File: src/rtl/qr_givens_sched.sv
// Givens-rotation schedule controller for the QR-CORDIC datapath: copies the
// source matrix from ROM into the working RAM, then runs every rotation in place.
module qr_givens_sched #(
  parameter int WIDTH  = 13,
  parameter int ROWS   = 8,
  parameter int COLS   = 4,
  parameter int ADDR_W = 5
) (
  input  logic              clk,
  input  logic              reset,
  input  logic              start,
  output logic              busy,
  output logic              done,
  output logic              ori_rd,
  output logic [ADDR_W-1:0] ori_addr,
  input  logic [WIDTH-1:0]  ori_di,
  output logic              matr_rd,
  output logic [ADDR_W-1:0] matr_rd_addr,
  input  logic [WIDTH-1:0]  matr_di,
  output logic              matr_wr,
  output logic [ADDR_W-1:0] matr_wr_addr,
  output logic [WIDTH-1:0]  matr_do,
  output logic              cd_valid,
  input  logic              cd_ready,
  output logic              cd_mode,
  output logic [WIDTH-1:0]  cd_x,
  output logic [WIDTH-1:0]  cd_y,
  input  logic              cd_res_valid,
  input  logic [WIDTH-1:0]  cd_res_x,
  input  logic [WIDTH-1:0]  cd_res_y
);

  localparam int RW    = $clog2(ROWS);
  localparam int CW    = $clog2(COLS);
  localparam int NELEM = ROWS * COLS;
  localparam int NW    = $clog2(NELEM) + 1;

  localparam logic [3:0] S_IDLE  = 4'd0;
  localparam logic [3:0] S_COPY  = 4'd1;
  localparam logic [3:0] S_RD_X  = 4'd2;
  localparam logic [3:0] S_RD_Y  = 4'd3;
  localparam logic [3:0] S_ISSUE = 4'd4;
  localparam logic [3:0] S_WAIT  = 4'd5;
  localparam logic [3:0] S_WR_X  = 4'd6;
  localparam logic [3:0] S_WR_Y  = 4'd7;
  localparam logic [3:0] S_DONE  = 4'd8;

  logic [3:0]        r_state;
  logic [NW-1:0]     r_n;
  logic [CW-1:0]     r_j;
  logic [RW-1:0]     r_i;
  logic [CW-1:0]     r_k;
  logic [WIDTH-1:0]  r_x;
  logic [WIDTH-1:0]  r_y;
  logic [WIDTH-1:0]  r_res_y;

  logic [CW-1:0]     w_nj;
  logic [RW-1:0]     w_ni;
  logic [CW-1:0]     w_nk;
  logic              w_last;
  logic [ADDR_W-1:0] w_addr_a;
  logic [ADDR_W-1:0] w_addr_b;
  logic [ADDR_W-1:0] w_next_a;

  function automatic logic [ADDR_W-1:0] f_addr(input logic [RW-1:0] row,
                                               input logic [CW-1:0] col);
    return ADDR_W'(row) * ADDR_W'(COLS) + ADDR_W'(col);
  endfunction

  // Loop nest: k innermost (j..COLS-1), then i (ROWS-1 down to j+1), then j.
  always_comb begin
    w_nj   = r_j;
    w_ni   = r_i;
    w_nk   = r_k;
    w_last = 1'b0;
    if (r_k != CW'(COLS - 1)) begin
      w_nk = r_k + CW'(1);
    end else if (r_i != RW'(r_j) + RW'(1)) begin
      w_ni = r_i - RW'(1);
      w_nk = r_j;
    end else if (r_j != CW'(COLS - 1)) begin
      w_nj = r_j + CW'(1);
      w_ni = RW'(ROWS - 1);
      w_nk = r_j + CW'(1);
    end else begin
      w_last = 1'b1;
    end
  end

  always_comb begin
    w_addr_a = f_addr(r_i - RW'(1), r_k);
    w_addr_b = f_addr(r_i, r_k);
    w_next_a = f_addr(w_ni - RW'(1), w_nk);
  end

  always_ff @(posedge clk or negedge reset) begin
    if (!reset) begin
      r_state      <= S_IDLE;
      r_n          <= '0;
      r_j          <= '0;
      r_i          <= '0;
      r_k          <= '0;
      r_x          <= '0;
      r_y          <= '0;
      r_res_y      <= '0;
      busy         <= 1'b0;
      done         <= 1'b0;
      ori_rd       <= 1'b0;
      ori_addr     <= '0;
      matr_rd      <= 1'b0;
      matr_rd_addr <= '0;
      matr_wr      <= 1'b0;
      matr_wr_addr <= '0;
      matr_do      <= '0;
      cd_valid     <= 1'b0;
      cd_mode      <= 1'b0;
      cd_x         <= '0;
      cd_y         <= '0;
    end else begin
      case (r_state)
        S_IDLE, S_DONE: begin
          if (start) begin
            r_state  <= S_COPY;
            done     <= 1'b0;
            busy     <= 1'b1;
            r_n      <= '0;
            ori_rd   <= 1'b1;
            ori_addr <= '0;
          end
        end
        // ROM read of word n overlaps the RAM write of word n-1.
        S_COPY: begin
          r_n    <= r_n + NW'(1);
          ori_rd <= (r_n < NW'(NELEM - 1));
          if (r_n < NW'(NELEM - 1))
            ori_addr <= ADDR_W'(r_n + NW'(1));
          if (r_n == NW'(NELEM)) begin
            matr_wr      <= 1'b0;
            r_state      <= S_RD_X;
            r_j          <= '0;
            r_i          <= RW'(ROWS - 1);
            r_k          <= '0;
            matr_rd      <= 1'b1;
            matr_rd_addr <= f_addr(RW'(ROWS - 2), '0);
          end else begin
            matr_wr      <= 1'b1;
            matr_wr_addr <= ADDR_W'(r_n);
            matr_do      <= ori_di;
          end
        end
        S_RD_X: begin
          r_x          <= matr_di;
          matr_rd_addr <= w_addr_b;
          r_state      <= S_RD_Y;
        end
        S_RD_Y: begin
          r_y     <= matr_di;
          matr_rd <= 1'b0;
          r_state <= S_ISSUE;
        end
        // First ISSUE cycle loads the operand registers; the request is held after.
        S_ISSUE: begin
          if (!cd_valid) begin
            cd_valid <= 1'b1;
            cd_x     <= r_x;
            cd_y     <= r_y;
            cd_mode  <= (r_k != r_j);
          end else if (cd_ready) begin
            cd_valid <= 1'b0;
            r_state  <= S_WAIT;
          end
        end
        S_WAIT: begin
          if (cd_res_valid) begin
            r_res_y      <= cd_res_y;
            matr_wr      <= 1'b1;
            matr_wr_addr <= w_addr_a;
            matr_do      <= cd_res_x;
            r_state      <= S_WR_X;
          end
        end
        S_WR_X: begin
          matr_wr_addr <= w_addr_b;
          matr_do      <= cd_mode ? r_res_y : '0;
          r_state      <= S_WR_Y;
        end
        S_WR_Y: begin
          matr_wr <= 1'b0;
          r_j     <= w_nj;
          r_i     <= w_ni;
          r_k     <= w_nk;
          if (w_last) begin
            r_state <= S_DONE;
            busy    <= 1'b0;
            done    <= 1'b1;
          end else begin
            r_state      <= S_RD_X;
            matr_rd      <= 1'b1;
            matr_rd_addr <= w_next_a;
          end
        end
        default: r_state <= S_IDLE;
      endcase
    end
  end

endmodule

File: config.mk
export PLATFORM = sky130hd
export DESIGN_NAME = qr_givens_sched
export DESIGN_NICKNAME = d
export VERILOG_FILES = /design/src/rtl/qr_givens_sched.sv
export SDC_FILE = /design/constraint.sdc
export NUM_CORES = 1
export LEC_CHECK = 0
export CORE_MARGIN = 2
export CORE_UTILIZATION = 45
export DETAILED_ROUTE_END_ITERATION = 7
export DONT_BUFFER_PORTS = 1
export PLACE_DENSITY = 0.68
export REMOVE_ABC_BUFFERS = 1
export SYNTH_ARGS = -nofsm -noshare
export SYNTH_HDL_FRONTEND = slang
export SYNTH_SLANG_ARGS = --single-unit
export TNS_END_PERCENT = 20
File: constraint.sdc
create_clock -name clk -period 3.45 [get_ports clk]
set_input_delay 0.69 -clock clk [delete_from_list [all_inputs] [get_ports clk]]
set_output_delay 0.69 -clock clk [all_outputs]
set_load 0.01 [all_outputs]
### Word level (Yosys, flattened, before mapping)

Index checks and enable logic that the tools add are counted.

* memories: 0
* output and inout bits: 61
* bits in read-only memories: 0
* RAM bits: 0
* logic and storage cells: 132
* bits in latches: 0
* flip-flop bits (word level): 117
* input bits: 57

* bitwise logic cells: 1
* magnitude comparators: 1
* multiply operators: 0
* add/sub/neg operators: 9
* reduce and logical (&&, ||, !) cells: 21
* muxes and demuxes: 54
* equal/unequal tests: 25
* shift operators: 0
* divide/modulo/power cells: 0

Operators by type and width (number)
* $mux 13: 3
* $pmux 13 s3: 1
* $pmux 4 s8: 1
* $mux 5: 6
* $pmux 5 s3: 2
* $ne 2x2->1 const B: 14
* $mux 4: 6
* $eq 4x3->1 const B: 4
* $add 5x2->5: 3
* $reduce_and 3->1: 5
* $mux 2: 7
* $mux 1: 13
* $mux 3: 4
* $pmux 6 s2: 1
* $reduce_bool 3->1: 4
* $pmux 5 s2: 1
* $reduce_and 2->1: 5
* $reduce_and 5->1: 2
* $eq 4x2->1 const B: 2
* $pmux 2 s2: 2
* $add 6x1->6 const B: 1
* $eq 6x6->1 const B: 1
* $lt 6x5->1 const B: 1
* $mux 6: 1
* 14 further kinds: 21

### Depth between registers and ports, before layout

* word-level depth: 8
* mapped depth: 9
* gate-level depth less buffers: 9

### Least setup slack after synthesis

OpenSTA, ideal clock, no wires.

* path type: register to register
* from: reg r_j[0]
* to: reg matr_rd_addr[3]
* setup slack: 1141 ps
* setup time: 125 ps
* data required time: 3325 ps
* period minus slack after synthesis: 2309 ps
* arrival time: 2184 ps
* cell stages (with the launch flop): 10
* path buffers: 0
* cell sequence: dfrtp_1 -> ha_1 -> xor2_1 -> o41a_1 -> mux2i_1 -> ha_1 -> nor2_1 -> a21oi_1 -> o21ai_0 -> mux2_4

* longest elaborated chain between the ends: 8
* elaborated cells on any way between the ends: 19
* classes of those cells: add/sub: 4; eq/ne: 3; mux: 11; reduce/logical: 1

RTL lines
* from (decl): RTL line 50 `logic [CW-1:0] r_j;`
* from (signal assigned): RTL line 189 `r_j <= w_nj;`
* $add 2x1->3 or $ne 2x2->1 (tied branches): RTL line 78, 81
* $ne 3x3->1 or $mux 3 (tied branches): RTL line 78, 81
* $mux 3: RTL line 78 `end else if (r_i != RW'(r_j) + RW'(1)) begin`
* $mux 3: RTL line 76 `if (r_k != CW'(COLS - 1)) begin`
* $sub 3x1->3: RTL line 93 `w_next_a = f_addr(w_ni - RW'(1), w_nk);`
* $add 5x2->5: RTL line 67 `return ADDR_W'(row) * ADDR_W'(COLS) + ADDR_W'(col);`
* $mux 5: RTL line 192 `if (w_last) begin`
* $pmux 5 s3: RTL line 120 `case (r_state)`
* to (signal assigned): RTL line 144 `matr_rd_addr <= f_addr(RW'(ROWS - 2), '0);`
* to (signal assigned): RTL line 153 `matr_rd_addr <= w_addr_b;`
* to (signal assigned): RTL line 199 `matr_rd_addr <= w_next_a;`
* to (decl): RTL line 18 `output logic [ADDR_W-1:0] matr_rd_addr,`

Several ways; a longest one is shown, not always the timed one. The select of a mux whose other input is x is not followed.
A chain may end at the register's enable or synchronous reset.

### Worst setup path after layout

* from: reg r_state[0]
* to: reg r_res_y[5]

* longest elaborated chain between the ends: 2

RTL lines
* from (decl): RTL line 48 `logic [3:0] r_state;`
* from (signal assigned): RTL line 98 `r_state <= S_IDLE;`
* from (signal assigned): RTL line 123 `r_state <= S_COPY;`
* from (signal assigned): RTL line 139 `r_state <= S_RD_X;`
* $eq 4x3->1: RTL line 120
* $reduce_and 2->1 (no line)
* to (signal assigned): RTL line 175 `r_res_y <= cd_res_y;`
* to (decl): RTL line 55 `logic [WIDTH-1:0] r_res_y;`

No other way between the ends.

==> results.json <==
{
  "status": "finished with violations",
  "violations": "DRC",
  "grt_pass1_wl_um": 18860,
  "end_kind": "register",
  "relSlewSlack": 0.3601,
  "wl_per_cell_um": 19.41,
  "first_pass_iters": 8,
  "io_buffer_count": 0,
  "cp_data_arrival_time_ns": 3.23,
  "core_area_um2": 11520,
  "grt_pass1_vias": 3643,
  "required_ns": 3.74,
  "drt_wl_total_um": 11630,
  "r2r_cells": 4,
  "cp_max_fo": 23,
  "synth_edf_count": 0,
  "start_util": 0.4640,
  "path_delay_family": "simple AND/OR/NAND/NOR gates",
  "fillerInstances": 977,
  "place_inst": 566,
  "io_pins": 118,
  "die-area_um2": 12760,
  "worst_pin_slew_ns": 0.9465,
  "vias_per_cell": 5.795,
  "syn_inst": 443,
  "fin_skew_ns": 0.005801,
  "diodes": 0,
  "finalHoldViolations": 0,
  "place_congestion": 0.8589,
  "dpl.hpwl_um": 8011,
  "rsz0062_at_grt": "false",
  "p_leak_nw": 2.590,
  "synthArstFlopShare": 1.000,
  "register_area_um2": 2928,
  "cts.sinks": 117,
  "clockBufferDepth": 2,
  "ys_ff_latch": 117,
  "clock.fmax_mhz": 339.3,
  "drive_gt1_frac": 0.2281,
  "drv_slew": 0,
  "nets": 507,
  "ant_nets": 0,
  "period_needed_ns": 2.947,
  "grt_use_total": 0.1906,
  "clk_pin_slew_worst_paths_ns": 0.06,
  "final_util": 0.5249,
  "design_area_um2": 6045,
  "cp_cell_sequence": "or2b_1 -> nor2_1 -> nand2_1 -> mux2_2",
  "syn_avg_cell_area_um2": 12.06,
  "multi_input_area_um2": 2266,
  "fp.dieW_um": 113.0,
  "dpl-instance-area_um2": 5448,
  "drt_iter0_drc": 303,
  "row_count": 39,
  "startpoint_type": "register",
  "slowest_delay_ns": 0.76,
  "cts_made_buffers": 17,
  "clk_latency_ns": 0.41,
  "worst_path_max_delay_cell": "dfrtp_1",
  "power.density_nw_per_um2": 1054,
  "grt-ovfl-total": 0,
  "synth_area_um2": 5344,
  "r2r-end": "r_res_y[5]$_DFFE_PN0P_",
  "areaGrowthSynthToFinish_pct": 13.11,
  "grt_max_degree": 118,
  "layout.cells.non_filler": 599,
  "total_power_mw": 6.368,
  "max_cap_viol_count": 0,
  "vdd_ir_drop_max_v": 0.0006098,
  "antenna_found_initial": 0,
  "dr_total_vias": 3471,
  "htreeDepth": 4,
  "r2r_start": "r_state[0]$_DFFE_PN0P_",
  "crit_path_start": "r_state[0]$_DFFE_PN0P_",
  "drc": 2,
  "rrSetupSlack_ns": 0.50,
  "synth_warnings": 0,
  "worst-path-buf-inv": 0,
  "yosysSeqAreaShare": 0.5479,
  "synth_flop_cell": "dfrtp_1",
  "setup_viol": 0,
  "cts.repair.resized": 0,
  "netlist-cell-type-count": 63,
  "cts_tree": "yes",
  "critPathKind": "register to register",
  "hp-class": "input port to asynchronous set/reset pin",
  "post-route-period-util": 0.8542,
  "tns_ns": 0,
  "root_buffer": "clkbuf_16",
  "die_y_um": 113.0
}
## state kept, by name (all words and copies together), names as in the netlist, 6 cells and up
signal   cells
cd_x        13
cd_y        13
matr_do     13
r_res_y     13
r_x         13
r_y         13
r_n          6
## logic make-up (layout without fill, tap and decap cells)
logic type	after synthesis	in the layout	synth area share
flip-flops	117	117	0.5479
AND/OR/NAND/NOR	105	105	0.1019
AO/OA/AOI/OAI	87	87	0.1161
multiplexers	80	80	0.1683
buffers and inverters	35	48	0.02973
XOR/XNOR	12	12	0.01967
adder cells (fa/ha/maj)	7	7	0.01639
## timing repair
item / 4_1_cts / 5_1_grt
endpoints found under the setup margin: 0 / 0
setup buffers: 0 / 0
hold buffers: 1 / 0
endpoints found under the hold margin: 117 / 0
## power by group
| group | total [mW] | switching [mW] | internal [mW] |
|---|---|---|---|
| Combinational | 1.95 | 1.00 | 0.946 |
| Clock | 1.67 | 0.662 | 1.01 |
| Sequential | 2.75 | 0.727 | 2.02 |
## routing by layer
metal	share of wire	GRT usage	wire, um
met1	0.40	0.2248	4706
met2	0.48	0.2992	5601
met3	0.099	0.09534	1148
met4	0.015	0.07642	172
met5	0	0	0
## synth_stat cells, types with 2 or more instances
master	number	share of area
ha_1	7	0.016
o21ai_0	10	0.0094
buf_6	2	0.0042
a31oi_1	5	0.0059
o22ai_1	3	0.0035
o21ai_1	4	0.0037
o31ai_1	2	0.0028
dfrtp_1	117	0.55
nor3_1	5	0.0047
mux2i_1	7	0.013
buf_2	10	0.0094
and3_1	2	0.0023
mux2_1	20	0.042
o21a_1	2	0.0028
inv_1	10	0.0070
nor2_1	37	0.026
clkbuf_1	12	0.0084
mux2_2	51	0.11
nand2_1	27	0.019
nand2b_1	6	0.0070
xnor2_1	5	0.0082
nand3_1	4	0.0037
a222oi_1	13	0.024
nor4_1	2	0.0023
mux2_4	2	0.0056
o211ai_1	3	0.0042
nand3b_1	2	0.0028
nor2b_1	3	0.0035
xor2_1	7	0.011
a21oi_1	28	0.026
a21o_1	2	0.0028
nor2_2	2	0.0023
## layout by cell type (no fill, tap or decap), types with 10 or more instances in the layout
cell,instances
nand2_1,27
a21oi_1,27
a222oi_1,13
clkbuf_16,17
nor2_1,37
mux2_1,20
mux2_2,51
o21ai_0,10
inv_1,10
dfrtp_1,117
## area by class of cell
class | count | area share
repair buffers | 6 | 0.01076
well taps | 143 | 0.02960
flip-flops and latches | 117 | 0.4844
clock inverters | 15 | 0.02380
clock buffers | 17 | 0.07038
inverters | 10 | 0.006210
multi-input cells | 291 | 0.3749
## metrics by stage
| step | hold slack, ns | setup slack, ns |
|---|---|---|
| 5_1_grt | 0.2610 | 0.2634 |
| 4_1_cts | 0.2537 | 0.4781 |
| 2_1_floorplan | 0.3944 | 0.1130 |
| 3_5_place_dp | 0.3982 | 0.5086 |
| 3_3_place_gp | 0.4028 | 0.6517 |
| 6_report | 0.2299 | 0.5031 |
## how the worst max path moves through the flow
| stage | slack (ns) | cells after the start | endpoint |
|---|---|---|---|
| 6_report | 0.50 | 4 | r_res_y[5]$_DFFE_PN0P_ |
| 5_1_grt | 0.26 | 4 | r_res_y[7]$_DFFE_PN0P_ |
| 4_1_cts | 0.48 | 4 | r_res_y[5]$_DFFE_PN0P_ |
| 3_3_place_gp | 0.65 | 4 | r_res_y[8]$_DFFE_PN0P_ |
| 3_5_place_dp | 0.51 | 4 | r_res_y[5]$_DFFE_PN0P_ |
| 2_1_floorplan | 0.11 | 4 | matr_wr_addr[2]$_DFFE_PN0P_ |
(Power assumes the default switching activity.)
==> patch 1 (same flow settings) <==
Change the parameter `WIDTH` from 13 to 9.
--- a/src/rtl/qr_givens_sched.sv
+++ b/src/rtl/qr_givens_sched.sv
@@ -1,7 +1,7 @@
 // Givens-rotation schedule controller for the QR-CORDIC datapath: copies the
 // source matrix from ROM into the working RAM, then runs every rotation in place.
 module qr_givens_sched #(
-  parameter int WIDTH  = 13,
+  parameter int WIDTH  = 9,
   parameter int ROWS   = 8,
   parameter int COLS   = 4,
   parameter int ADDR_W = 5
Ports: changed (7 resized); port bits go from 118 to 90. The function was not compared with the original's and may differ.
==> patch 1 against the unedited design <==
Clock power down 56%. Maximum frequency up 9.3%. Sequential cell count down 24. Power down 29%. Clock skew up 5.8 ps. Routed wire length down 17%. Worst hold slack worse by 37 ps. Cell count down 9.7%. Setup slack better by 250 ps. Area after synthesis down 17%. Global-route usage down 0.54 points. Cell area down 21%. Critical path type unchanged. Critical endpoint is now matr_rd_addr[3]. Largest power group unchanged.
==> patch 1: results (changes against the unedited design) <==
routed length on met1 4.25 mm (was 4.71 mm); initial antenna violation count 0 (unchanged); clock network area share 4.44% (was 9.42%); sequential-to-total area share from yosys stat 52.2% (was 54.8%); Post-CTS Setup Bufs 0 (unchanged); DR WL/cell 17.9 um (was 19.4 um); post-synth cell types 61 (was 63); status finished clean (was finished, violations left); post-detail-place hpwl 6.58 mm (was 8.01 mm); fraction of area in multi-input gates 41.1% (was 37.5%); H-tree Lvls 3 (was 4); number of global-route vias before repair 3089 (was 3643); met3 wire len 816 um (was 1.15 mm); placer congestion estimate 0.888 (was 0.859); fillers 880 (was 977); most frequent cells after synthesis dfrtp_1, nand2_1, mux2_2, nor2_1, a21oi_1 (was dfrtp_1, mux2_2, nor2_1, a21oi_1, nand2_1); ys flop type dfrtp_1 (unchanged); syn_area_per_cell 10.9 um^2 (was 12.1 um^2); total CTS buffers 9 (was 17); Reg clk slew, reported paths 100 ps (was 60 ps); Routed Antenna Nets 0 (unchanged); Final Skew 11.6 ps (was 5.80 ps); Final #Nets 451 (was 507); largest net degree at the start of global routing 87 (was 118); Pleak 2.05 nW (was 2.59 nW); cell type taking the most area flip-flops and latches (unchanged); post-cts sizing count 0 (unchanged); Critical Path AT 2950 ps (was 3230 ps); metal2 WL 4.52 mm (was 5.60 mm); FF+latch area 0.00233 mm^2 (was 0.00293 mm^2); Seq pwr share 47.3% (was 43.2%); worst min path class input pin to asynchronous set/reset pin (unchanged); Clk Latency, worst-skew pair 370 ps (was 410 ps); fraction of layout cells with a size suffix above 1 18.4% (was 22.8%); vias per cell 5.69 (was 5.79); DR pass1 iterations 5 (was 8); inverters 11 (was 10); Non-Clock Buffer Count 7 (was 6); Overall Global Routing Usage 18.5% (was 19.1%); Inst Count DP 523 (was 566); DRT iter0 DRCs 188 (was 303); Synth area leaders dfrtp_1, mux2_2, nand2_1, a21oi_1, nor2_1 (was dfrtp_1, mux2_2, mux2_1, a21oi_1, nor2_1); Multi-input comb cells 281 (was 291); VDD IR-drop max 0.000424 V (was 0.000610 V); Non-clock buffering overhead 1.57% (was 1.08%); Slew HR 39.1% (was 36.0%); Crit Path Max Fanout 8 (was 23); Psw 0.00189 W (was 0.00239 W); Clk pwr share 16.4% (was 26.2%); global-route wire length before repair 15.9 mm (was 18.9 mm); DRT Wirelength 9.69 mm (was 11.6 mm); seq_cells 93 (was 117); Root Buffer clkbuf_8 (was clkbuf_16)
[patch 1: cells by family after synthesis]
family                   after synthesis  synth area share [%]
adder cells (fa/ha/maj)                7                  1.97
AO/OA/AOI/OAI                         92                  14.6
flip-flops                            93                  52.2
buffers and inverters                 35                  3.68
AND/OR/NAND/NOR                      126                  14.1
multiplexers                          46                  11.5
XOR/XNOR                              10                  1.97
[patch 1: critical path, stage by stage, from the launching register on]
cell and delay [ps]:
dfrtp_1 500, ha_1 380, xnor2_1 370, nand3_1 200, nand2_1 180, o22ai_1 100
ha_1 300, nor2_1 40, a21oi_1 90, o21ai_0 110, mux2_1 330
[patch 1: repair_timing]
item | CTS | global route
endpoints found under the hold margin | 86 | 0
hold buffers | 2 | 0
endpoints found under the setup margin | 0 | 0
[patch 1: stage by stage]
stage	util, %	total power, W	hold WS [ps]	worst slack [ps]	instance area, um^2
3_5_place_dp	46.9	0.00380	397	817	4540
2_1_floorplan	-	0.00332	394	196	4330
3_3_place_gp	46.9	0.00372	398	913	4540
6_report	49.5	0.00452	192	753	4790
5_1_grt	49.5	0.00489	215	535	4790
4_1_cts	49.5	0.00459	232	774	4790
[patch 1: metal layers]
metal  up-vias  global-route usage [%]
met1      1486                    24.3
met3        14                    5.66
met4         0                    5.41
met5         -                       0
li1       1461                       -
met2       117                    29.8
[patch 1: path summary, 6_finish.rpt]
path | startpoint | end | slack [ps] | cells past startpoint
min reg2reg | r_x[8] | r_x[8] | 490 | 2
min | reset | r_state[0] | 190 | 1
max reg2reg | r_j[0] | matr_rd_addr[3] | 750 | 10
max | r_j[0] | matr_rd_addr[3] | 750 | 10
min in group clk | matr_di[5] | r_x[5] | 410 | 2
max in group asynchronous | reset | cd_mode | 2480 | 1
==> patch 2 (config.mk and constraints unchanged) <==
Without the edit above. Make the reset (`reset`) synchronous in one clocked block.
--- a/src/rtl/qr_givens_sched.sv
+++ b/src/rtl/qr_givens_sched.sv
@@ -93,7 +93,7 @@
     w_next_a = f_addr(w_ni - RW'(1), w_nk);
   end
 
-  always_ff @(posedge clk or negedge reset) begin
+  always_ff @(posedge clk) begin
     if (!reset) begin
       r_state      <= S_IDLE;
       r_n          <= '0;
Check against the original RTL: differs if reset is asserted again (counterexample within 4 cycles, from zero or initial values and one cycle with reset low); with reset held inactive, the same outputs for 10 cycles.
==> patch 2 against the unedited design <==
Routed wire length up 13%. Die area down 3.1%. Critical endpoint is now matr_rd_addr[4]. Setup slack better by 39 ps. Sequential cell count unchanged. Area after synthesis down 3.2%. Sequential share of layout area down 7.9 points. Cell area down 4.4%. Clock skew up 0.58 ps. Count of clock-buffer cells in the layout up 4. Maximum frequency up 1.3%.
Power is not compared: it rests on default switching activity, and its combinational part moved more than twofold at a synthesized area within 25%.
==> patch 2: results (changes against the unedited design) <==
Final #Nets 678 (was 507); final cell count without fillers 768 (was 599); total CTS buffers 17 (unchanged); syn_area_per_cell 8.12 um^2 (was 12.1 um^2); crit path max-delay cell type dfxtp_1 (was dfrtp_1); post-synthesis mux area share 0.992% (was 16.8%); critical path's largest stage delay 550 ps (was 760 ps); adder-cell area share of the yosys netlist 1.69% (was 1.64%); number of buffers added on ports 0 (unchanged); initial antenna violation count 0 (unchanged); Reg clk slew, reported paths 60 ps (about the same); number of global-route vias before repair 4194 (was 3643); worst min path class input pin to flop (was input pin to asynchronous set/reset pin); post-cts sizing count 0 (unchanged); Critical Path AT 3270 ps (was 3230 ps); status finished clean (was finished, violations left); count leader, synth nand2_1 (was dfrtp_1); largest net degree at the start of global routing 45 (was 118); slew at the pin closest to its max-slew limit 928 ps (was 947 ps); Clock Path Buffers 2 (unchanged); ys flop type dfxtp_1 (was dfrtp_1); DR pass1 iterations 7 (was 8); placer congestion estimate 0.874 (was 0.859); Place WS 576 ps (was 509 ps); DRT Wirelength 13.1 mm (was 11.6 mm); VDD IR-drop max 0.000389 V; Compound-Gate Fraction of Synth Area 22.5% (was 11.6%); Overall Global Routing Usage 21.2% (was 19.1%); internal power 0.00265 W; sequential-to-total area share from yosys stat 45.3% (was 54.8%); Overflow after GRT 0 (unchanged); DRT iter0 DRCs 416 (was 303); H-tree Lvls 4 (unchanged); Post-CTS Setup Bufs 0 (unchanged); Crit Path Max Fanout 11 (was 23); Final Skew 6.38 ps (was 5.80 ps); most frequent cells after synthesis nand2_1, dfxtp_1, a21oi_1, nor2_1, clkbuf_1 (was dfrtp_1, mux2_2, nor2_1, a21oi_1, nand2_1); fraction of layout cells with a size suffix above 1 8.32% (was 22.8%); Root Buffer clkbuf_16 (unchanged); main combinational cell family by area after synthesis compound AO/OA/AOI/OAI gates (was multiplexers); Inst Count DP 738 (was 566); Synth area leaders dfxtp_1, nand2_1, a21oi_1, nor2_1, a211oi_1 (was dfrtp_1, mux2_2, mux2_1, a21oi_1, nor2_1); Synth Area in XOR/XNOR 2.03% (was 1.97%); Clk Latency, worst-skew pair 410 ps (about the same); type of origin of the critical path flop (unchanged); fillers 1105 (was 977); vias per cell 5.80 (was 5.79); Pleak 1.94 nW; post-synth cell types 64 (was 63); post-detail-place hpwl 9.01 mm (was 8.01 mm); ys async rst share 0% (was 100%); Antenna diodes 0 (unchanged); Synth Warn # 0 (unchanged); global-route wire length before repair 21.1 mm (was 18.9 mm); Sink Count 117 (unchanged)
-- patch 2: changes by cell type after synthesis, sizes merged, moves of 5 or more --
cell | before | now
a211oi | 2 | 18
a21oi | 28 | 91
clkbuf | 12 | 33
dfrtp | 117 | 0
dfxtp | 0 | 117
mux2 | 73 | 1
nand2 | 27 | 156
nor2 | 39 | 44
nor3 | 5 | 15
-- patch 2: layout make-up --
type	instances	share of cell area, %
multi-input combinational	461	44.6
sequential	117	40.5
clock buffer	21	7.97
tap	143	3.10
clock inverter	9	2.23
timing repair buffer	6	0.780
inverter	11	0.736
-- patch 2: worst max-delay path, delay by kind of cell, from the launching register on --
kind            cells  cell delay (ps)
flops               1              550
compound gates      5             1170
simple gates        1               90
fa+ha+maj           2              650
xor+xnor            1              200
mux                 1              200
-- patch 2: cells by family after synthesis --
| family | Yosys count |
|---|---|
| mux | 5 |
| simple gates | 258 |
| xor+xnor | 12 |
| buf+inv | 59 |
| fa+ha+maj | 7 |
| flops | 117 |
| compound gates | 179 |
-- patch 2: layer usage --
layer | routed length [um] | global-route usage (%) | part of all wire (%) | vias up
met4 | 184 | 7.65 | 1.4 | 0
met1 | 5770 | 27.4 | 44 | 2085
met5 | 0 | 0 | 0 | -
met2 | 6000 | 32.5 | 46 | 147
li1 | - | - | - | 2203
met3 | 1160 | 7.87 | 8.9 | 17
-- patch 2: worst paths after layout --
path | cells past startpoint | slack, ps | end | from
setup / recovery | 10 | 540 | matr_rd_addr[4] | r_j[0]
hold / removal | 2 | 410 | r_res_y[10] | cd_res_y[10]
setup reg to reg | 10 | 540 | matr_rd_addr[4] | r_j[0]
hold reg to reg | 2 | 450 | cd_y[5] | r_y[5]
-- patch 2: stage by stage --
step	instance area, um^2	utilization (%)	total power (W)
floorplan	4950	-	0.00167
global route	5780	51.0	0.00359
global placement	5190	45.8	0.00174
detailed placement	5190	45.8	0.00175
CTS	5780	51.0	0.00350
finish	5780	51.0	0.00347
-- patch 2: power by group through the flow --
stage / clock network, W / registers (W) / logic (W)
2_1_floorplan: 0 / 0.00150 / 0.000177
3_3_place_gp: 0 / 0.00151 / 0.000223
3_5_place_dp: 0 / 0.00152 / 0.000231
4_1_cts: 0.00178 / 0.00149 / 0.000232
5_1_grt: 0.00183 / 0.00150 / 0.000263
6_report: 0.00175 / 0.00149 / 0.000229
